## src/rtl/vga_console_write_ctrl.sv

```systemverilog
// Write-port sequencer for the VGA text-console character buffer.
// Round-robin arbitration between character requesters, cursor ownership,
// newline/form-feed handling and full-screen clears, optionally gated to vblank.
module vga_console_write_ctrl #(
    parameter int unsigned N_REQ       = 2,
    parameter int unsigned COLS        = 30,
    parameter int unsigned ROWS        = 30,
    parameter int unsigned ADDR_W      = 10,
    parameter bit          VBLANK_ONLY = 1'b0,
    parameter logic [7:0]  CLEAR_CHAR  = 8'h20
) (
    input  logic                 HCLK,
    input  logic                 HRESET,
    input  logic [N_REQ-1:0]     req_valid,
    input  logic [8*N_REQ-1:0]   req_char,
    output logic [N_REQ-1:0]     req_ready,
    input  logic                 clear_req,
    input  logic                 vblank,
    output logic                 ram_we,
    output logic [ADDR_W-1:0]    ram_addr,
    output logic [7:0]           ram_wdata,
    output logic [ADDR_W-1:0]    cursor,
    output logic                 busy
);

    localparam int unsigned PTR_W = (N_REQ > 1) ? $clog2(N_REQ) : 1;
    localparam logic [PTR_W:0]    NREQ_W    = (PTR_W+1)'(N_REQ);
    localparam logic [ADDR_W:0]   COLS_W    = (ADDR_W+1)'(COLS);
    localparam logic [ADDR_W:0]   CELLS_W   = (ADDR_W+1)'(COLS * ROWS);
    localparam logic [ADDR_W-1:0] LAST_CELL = ADDR_W'(COLS * ROWS - 1);

    localparam logic [7:0] CHAR_NL = 8'h0A;
    localparam logic [7:0] CHAR_FF = 8'h0C;

    typedef enum logic [1:0] {
        StIdle,
        StWrite,
        StClear
    } state_e;

    state_e             state_q, state_d;
    logic [ADDR_W-1:0]  cursor_q, cursor_d;
    logic [ADDR_W-1:0]  clr_addr_q, clr_addr_d;
    logic [PTR_W-1:0]   rr_ptr_q, rr_ptr_d;
    logic [7:0]         char_q, char_d;
    logic               ram_we_q, ram_we_d;
    logic [ADDR_W-1:0]  ram_addr_q, ram_addr_d;
    logic [7:0]         ram_wdata_q, ram_wdata_d;

    logic               wr_ok;
    logic               grant_vld;
    logic [PTR_W-1:0]   grant_idx;
    logic [PTR_W:0]     search_sum;
    logic [PTR_W-1:0]   search_idx;
    logic [PTR_W:0]     rr_sum;
    logic [PTR_W-1:0]   rr_next;

    logic [ADDR_W:0]    cur_ext;
    logic [ADDR_W:0]    col_ext;
    logic [ADDR_W:0]    nl_ext;
    logic [ADDR_W:0]    inc_ext;
    logic [ADDR_W-1:0]  cursor_nl;
    logic [ADDR_W-1:0]  cursor_inc;

    assign wr_ok = VBLANK_ONLY ? vblank : 1'b1;

    // Cursor arithmetic: start of next row and next cell, both wrapping to cell 0.
    assign cur_ext    = {1'b0, cursor_q};
    assign col_ext    = cur_ext % COLS_W;
    assign nl_ext     = cur_ext - col_ext + COLS_W;
    assign inc_ext    = cur_ext + 1'b1;
    assign cursor_nl  = (nl_ext >= CELLS_W) ? '0 : nl_ext[ADDR_W-1:0];
    assign cursor_inc = (inc_ext >= CELLS_W) ? '0 : inc_ext[ADDR_W-1:0];

    // Round-robin search from rr_ptr upward; only offered in IDLE with no pending clear.
    always_comb begin
        grant_vld  = 1'b0;
        grant_idx  = '0;
        search_sum = '0;
        search_idx = '0;
        req_ready  = '0;
        if (!HRESET && state_q == StIdle && !clear_req && wr_ok) begin
            for (int unsigned k = 0; k < N_REQ; k++) begin
                search_sum = {1'b0, rr_ptr_q} + (PTR_W+1)'(k);
                if (search_sum >= NREQ_W) begin
                    search_sum = search_sum - NREQ_W;
                end
                search_idx = search_sum[PTR_W-1:0];
                if (!grant_vld && req_valid[search_idx]) begin
                    grant_vld = 1'b1;
                    grant_idx = search_idx;
                end
            end
            if (grant_vld) begin
                req_ready[grant_idx] = 1'b1;
            end
        end
    end

    // Pointer following the granted requester, modulo N_REQ.
    always_comb begin
        rr_sum  = {1'b0, grant_idx} + 1'b1;
        rr_next = (rr_sum >= NREQ_W) ? '0 : rr_sum[PTR_W-1:0];
    end

    // Next-state and registered buffer-write outputs.
    always_comb begin
        state_d     = state_q;
        cursor_d    = cursor_q;
        clr_addr_d  = clr_addr_q;
        rr_ptr_d    = rr_ptr_q;
        char_d      = char_q;
        ram_we_d    = 1'b0;
        ram_addr_d  = ram_addr_q;
        ram_wdata_d = ram_wdata_q;

        unique case (state_q)
            StIdle: begin
                if (clear_req) begin
                    state_d    = StClear;
                    clr_addr_d = '0;
                end else if (grant_vld) begin
                    char_d   = req_char[{grant_idx, 3'b000} +: 8];
                    rr_ptr_d = rr_next;
                    state_d  = StWrite;
                end
            end
            StWrite: begin
                state_d = StIdle;
                if (char_q == CHAR_NL) begin
                    cursor_d = cursor_nl;
                end else if (char_q == CHAR_FF) begin
                    state_d    = StClear;
                    clr_addr_d = '0;
                end else begin
                    ram_we_d    = 1'b1;
                    ram_addr_d  = cursor_q;
                    ram_wdata_d = char_q;
                    cursor_d    = cursor_inc;
                end
            end
            StClear: begin
                if (wr_ok) begin
                    ram_we_d    = 1'b1;
                    ram_addr_d  = clr_addr_q;
                    ram_wdata_d = CLEAR_CHAR;
                    if (clr_addr_q == LAST_CELL) begin
                        cursor_d = '0;
                        state_d  = StIdle;
                    end else begin
                        clr_addr_d = clr_addr_q + 1'b1;
                    end
                end
            end
            default: begin
                state_d = StIdle;
            end
        endcase
    end

    // State register with synchronous active-high reset.
    always_ff @(posedge HCLK) begin
        if (HRESET) begin
            state_q     <= StIdle;
            cursor_q    <= '0;
            clr_addr_q  <= '0;
            rr_ptr_q    <= '0;
            char_q      <= '0;
            ram_we_q    <= 1'b0;
            ram_addr_q  <= '0;
            ram_wdata_q <= '0;
        end else begin
            state_q     <= state_d;
            cursor_q    <= cursor_d;
            clr_addr_q  <= clr_addr_d;
            rr_ptr_q    <= rr_ptr_d;
            char_q      <= char_d;
            ram_we_q    <= ram_we_d;
            ram_addr_q  <= ram_addr_d;
            ram_wdata_q <= ram_wdata_d;
        end
    end

    assign ram_we    = ram_we_q;
    assign ram_addr  = ram_addr_q;
    assign ram_wdata = ram_wdata_q;
    assign cursor    = cursor_q;
    assign busy      = (state_q != StIdle);

endmodule

```

## config.mk

```make
export PLATFORM = sky130hd
export DESIGN_NAME = vga_console_write_ctrl
export DESIGN_NICKNAME = d
export VERILOG_FILES = /design/src/rtl/vga_console_write_ctrl.sv
export SDC_FILE = /design/constraint.sdc
export NUM_CORES = 1
export LEC_CHECK = 0
export CORE_UTILIZATION = 56
export DETAILED_ROUTE_END_ITERATION = 6
export PLACE_DENSITY_LB_ADDON = 0.1
export RECOVER_POWER = 100
export SYNTH_ARGS = -nofsm -noshare
export SYNTH_HDL_FRONTEND = slang
export SYNTH_SLANG_ARGS = --single-unit
```

## constraint.sdc

```tcl
create_clock -name HCLK -period 7.43 [get_ports HCLK]
set_clock_uncertainty 0.15 [all_clocks]
set_input_delay 1.1145 -clock HCLK [delete_from_list [all_inputs] [get_ports HCLK]]
set_output_delay 1.1145 -clock HCLK [all_outputs]
set_load 0.01 [all_outputs]
```

; ---- Word-level counts from Yosys, hierarchy flattened
; Cells that the tools add are included.
[word_totals]
ff_bits = 50
latchBits = 0
mem_bits_rw = 0
romBits = 0
out_inout_bits = 32
word_cells = 105
n_memories = 0
[op_classes]
add_sub_neg = 8
n_mul = 0
div = 1
n_lt_le_gt_ge = 9
eq_ne = 13
shifts = 1
muxes = 48
bitwise_logic = 1
reduce_logical = 16
[ops]
columns = op, count
row1 = 10-bit 2-to-1 mux, 11
row2 = 10-bit one-hot mux with 2 select lines, 2
row3 = 10-bit one-hot mux with 3 select lines, 1
row4 = 11-bit by 10-bit >= comparator with 1-bit output (second input constant), 2
row5 = 1-bit 2-to-1 mux, 21
row6 = 8-bit by 4-bit == test with 1-bit output (second input constant), 2
row7 = 8-bit 2-to-1 mux, 2
row8 = 8-bit one-hot mux with 2 select lines, 1
row9 = 16-bit by 5-bit indexed part select with 8-bit output, 1
row10 = 2-bit 2-to-1 mux, 7
row11 = 2-bit inequality test (second input constant), 6
row12 = 10-bit by 1-bit adder with 11-bit output (second input constant), 1
row13 = 11-bit by 5-bit adder with 11-bit output (second input constant), 1
row14 = 10-bit by 5-bit remainder unit with 11-bit output (second input constant), 1
row15 = 10-bit by 11-bit subtractor with 11-bit output, 1
row16 = 10-bit by 1-bit adder with 10-bit output (second input constant), 1
row17 = 10-bit == test (second input constant), 1
row18 = 3-bit AND reduction, 3
row19 = 1-bit by 2-bit < comparator with 1-bit output (second input constant), 3
row20 = 3-bit inequality test (second input constant), 2
row21 = 2-bit one-hot mux with 3 select lines, 1
row22 = 5-bit AND reduction, 1
row23 = 1-bit by 1-bit adder with 2-bit output (second input constant), 2
row24 = 2-bit >= comparator (second input constant), 2
row25 = other kinds (14), 21

; ---- Longest topological paths before layout
[logic_depth]
ltp_word = 18
mapped_depth = 29
mapped_depth_nobuf = 26

; ---- Worst setup path after synthesis
; Ideal clock, no wire load.
[synth_timing]
kind = reg-to-reg
from = register cursor_q[5], in the netlist cursor[5]
to = register cursor_q[5], in the netlist cursor[5]
setup_ns = 0.086
t_arrival_ns = 5.768
t_required_ns = 7.194
setup_slack_ns = 1.427
path_stages_with_launch = 26
n_path_buf = 1
period_less_slack_ns = 6.003
cell_sequence = dfxtp_1 -> or3b_1 -> a211o_1 -> a31o_1 -> mux2_4 -> o21ai_0 -> ha_1 -> inv_1 -> nor3_1 -> o21ai_1 -> a21boi_1 -> or2_1 -> mux2_1 -> ha_1 -> inv_1 -> fa_1 -> a21o_1 -> a211oi_1 -> nor2b_1 -> o41ai_1 -> xnor2_1 -> a41oi_1 -> clkbuf_1 -> nor3b_1 -> mux2i_1 -> a211oi_1
[synth_between]
elab_chain_len = 7
word_cells_on_any_way = 11
[synth_rtl]
columns = item, line_no
row1 = from (decl), 42  ; logic [ADDR_W-1:0] cursor_q, cursor_d;
row2 = from (signal assigned), 174  ; cursor_q <= cursor_d;
row3 = 10-bit by 5-bit remainder unit with 11-bit output, 69  ; assign col_ext = cur_ext % COLS_W;
row4 = 10-bit by 11-bit subtractor with 11-bit output, 70  ; assign nl_ext = cur_ext - col_ext + COLS_W;
row5 = 11-bit by 5-bit adder with 11-bit output, 70
row6 = 11-bit by 10-bit >= comparator with 1-bit output, 72  ; assign cursor_nl = (nl_ext >= CELLS_W) ? '0 : nl_ext[ADDR_W-1:0];
row7 = 10-bit 2-to-1 mux, 72
row8 = 10-bit 2-to-1 mux (*), 130  ; if (char_q == CHAR_NL) begin
row9 = 10-bit one-hot mux with 2 select lines (*), 117  ; unique case (state_q)
; Every way passes the cells marked *; elsewhere a longest branch is shown, timed or not. The select of a mux whose other input is x is not followed.
; A chain may end at the register's enable or synchronous reset.

; ---- Worst setup path in the final report
; Same ends and word-level chain as after synthesis.

==> results.py <==
metrics = {
    "run_status": {
        "status": "finished, violations left",
        "violations": "capacitance limit, slew limit",
    },
    "placement": {
        "port_buffers": 52,
        "dp_slack_ps": 722,
        "place.gp.congestion": 0.907,
        "placed_cell_area_um2": 4560,
        "dpl.hpwl_um": 7560,
    },
    "clocking": {
        "clk_path_buf_depth": 2,
        "postCtsSetupBuffers": 0,
        "cts.clk_slew.worst_paths_ps": 100,
        "hold_buffers": 0,
        "clock_sinks": 50,
        "root_buffer": "clkbuf_8",
        "cts_tree": "done",
        "cts_made_buffers": 5,
        "htreeDepth": 2,
        "cts_resized": 0,
        "clock_latency_ps": 310,
    },
    "timing": {
        "fin_crit_ps": 6900,
        "setup_tns_ps": 0,
        "setup_violations": 0,
        "slew_headroom_pct": -25.8,
        "hold_viol_final": 0,
        "rsz0062_at_grt": "false",
        "drv_slew": 47,
        "fin_crit_sh_pct": 92.9,
        "worst_slack_ps": 529,
        "worst_pin_slew_ps": 1890,
        "fmax_mhz": 145,
    },
    "finish": {
        "mostFrequentLayoutCells": "nor2_1 (62), dfxtp_1 (50), a21oi_1 (46)",
        "diodes": 0,
        "design_area_um2": 4630,
        "seqCellArea_um2": 1000,
        "drive_gt1_share_pct": 4.29,
        "multiInputGateArea_um2": 2730,
        "fill_cells": 593,
        "final_common_cell": "nor2_1",
        "finalNetCount": 606,
        "syn2layout_area_growth_pct": 16.1,
    },
    "critical_path": {
        "critPathKind": "reg2reg",
        "r2r_slack_ps": 530,
        "cp.buffers_inverters": 4,
        "slowest_delay_ps": 600,
        "cp_max_fo": 15,
        "cp_num_cells": 28,
        "critPathLaunchType": "flip-flop",
        "cp.arrival_ps": 6960,
        "slowest_stage": "dfxtp_1",
        "cp.required_ps": 7490,
        "crit_family": "compound AO/OA/AOI/OAI gates",
        "reg2reg_depth": 28,
        "cp-end-kind": "flip-flop",
    },
    "logic_synthesis": {
        "ys.flop_type": "dfxtp_1",
        "synth_seq_cells": 50,
        "syn_nets": 571,
        "synth_area_um2": 3990,
        "netlist_top_cells_area": "dfxtp_1 (25%), ha_1 (7.8%), nor2_1 (5.8%), a21oi_1 (5.8%), mux2i_1 (4.3%)",
        "synthCells": 523,
        "async_reset_ff_share_pct": 0,
        "avgSynthCellArea_um2": 7.63,
        "synth_top_area_cell": "dfxtp_1",
        "ys_seq_area_share_pct": 25.1,
        "ys_types": 73,
        "synth_edf_count": 0,
        "yosysTopAreaCellShare_pct": 25.1,
        "yosys_warnings": 0,
    },
    "die": {
        "die_area_um2": 7470,
        "die_h_um": 86.4,
        "fp.dieW_um": 86.4,
        "floorplan.initialDensity_pct": 58.4,
        "design.core.area_um2": 6830,
        "pin_count": 54,
        "rows": 30,
    },
    "grt": {
        "grt_pass1_vias": 3762,
        "grt_max_degree": 47,
        "met1_usage_pct": 35.4,
        "grt.busiest_layer": "met2",
        "grt_pass1_wl_um": 17100,
        "grt_use_total_pct": 28.2,
        "grt_antenna_before_repair": 0,
        "grt_use_met3_pct": 4.00,
        "gr-total-overflow": 0,
        "use_met2_pct": 48.8,
    },
    "power_and_ir_drop": {
        "vdd_ir_drop_max_v": 0.000198,
        "cellPowerDensity_nw_per_um2": 140,
        "total_power_uw": 649,
        "total_leakage_power_nw": 1.76,
    },
    "detailed_routing": {
        "drtIter0Drc": 363,
        "wl_per_cell_um": 15.7,
        "detail-route-antenna-nets": 0,
        "num_vias": 3992,
        "drt_pre_antenna_iters": 5,
        "drcViolationCount": 0,
        "wl_um": 10300,
        "post_drt_via_cell_ratio": 6.09,
    },
    "flow_run": {
        "maxCapViolCount": 1,
    },
    "hold_path": {
        "hp-class": "reg2reg",
        "min_path_cells": 2,
    },
}
[sequential cells by signal, summed over array words and instances (netlist names)]
| register | count |
|---|---|
| state_q | 2 |
| ram_addr | 10 |
| rr_ptr_q | 1 |
| cursor | 10 |
| ram_we | 1 |
| clr_addr_q | 10 |
| ram_wdata | 8 |
| char_q | 8 |
[cell type report]
cell class | instances | area share, %
clock buffer | 5 | 1.48
timing repair buffer | 63 | 12.6
tap | 96 | 2.59
inverter | 29 | 2.35
multi-input combinational | 409 | 58.9
sequential | 50 | 21.6
clock inverter | 3 | 0.486
[synthesized netlist by cell type (4+ instances only)]
| cell type | count |
|---|---|
| o31ai_1 | 4 |
| clkbuf_1 | 27 |
| nand2b_1 | 6 |
| and3_1 | 10 |
| xor2_1 | 11 |
| xnor2_1 | 11 |
| mux2i_1 | 17 |
| nand4_1 | 4 |
| buf_2 | 4 |
| nor2_1 | 62 |
| nand2_1 | 23 |
| nor3_1 | 17 |
| nand3_1 | 20 |
| a211oi_1 | 4 |
| a31oi_1 | 4 |
| inv_1 | 29 |
| nand3b_1 | 13 |
| ha_1 | 25 |
| o21ai_1 | 4 |
| a21oi_1 | 46 |
| a21o_1 | 6 |
| nor3b_1 | 8 |
| o22ai_1 | 12 |
| o21ai_0 | 30 |
| or3_1 | 5 |
| nor2b_1 | 4 |
| o21a_1 | 5 |
| dfxtp_1 | 50 |
[path summary, 6_finish.rpt]
path | startpoint | end
max | cursor[5] | cursor[5]
min | state_q[0] | state_q[0]
max reg2reg | cursor[5] | cursor[5]
min reg2reg | state_q[0] | state_q[0]
[layer usage]
| layer | up-vias | share of wire, % |
|---|---|---|
| met5 | - | 0 |
| met4 | 0 | 2.4 |
| met3 | 24 | 5.2 |
| met2 | 142 | 49 |
| met1 | 1868 | 44 |
| li1 | 1958 | - |
[cells by family after synthesis]
| family | share of synthesized area (%) |
|---|---|
| and+or+nand+nor | 24.9 |
| xor gates and xnor gates | 5.24 |
| DFF | 25.1 |
| adders and majority gates | 9.09 |
| muxes | 5.49 |
| AOI/OAI and AO/OA | 23.7 |
| buffers and inverters | 6.52 |
[stage by stage]
step / hold slack (ps) / cells / util, %
after floorplan: 299 / 523 / -
after global placement: 313 / 647 / 66.8
after detailed placement: 321 / 647 / 66.8
after CTS: 335 / 655 / 68.1
after global routing: 369 / 655 / 67.8
final: 332 / 655 / 67.8
[power breakdown]
part | switching (mW) | total [mW] | internal [mW]
Sequential | 0.0123 | 0.296 | 0.284
Combinational | 0.119 | 0.185 | 0.0665
Clock | 0.0992 | 0.168 | 0.0683
Total | 0.230 | 0.649 | 0.419
[tightest hold or removal path, cell delays in order, from the launching register on]
cell,delay (ps)
dfxtp_1,340
nand2_1,60
a21oi_1,50
(Power assumes the default switching activity.)
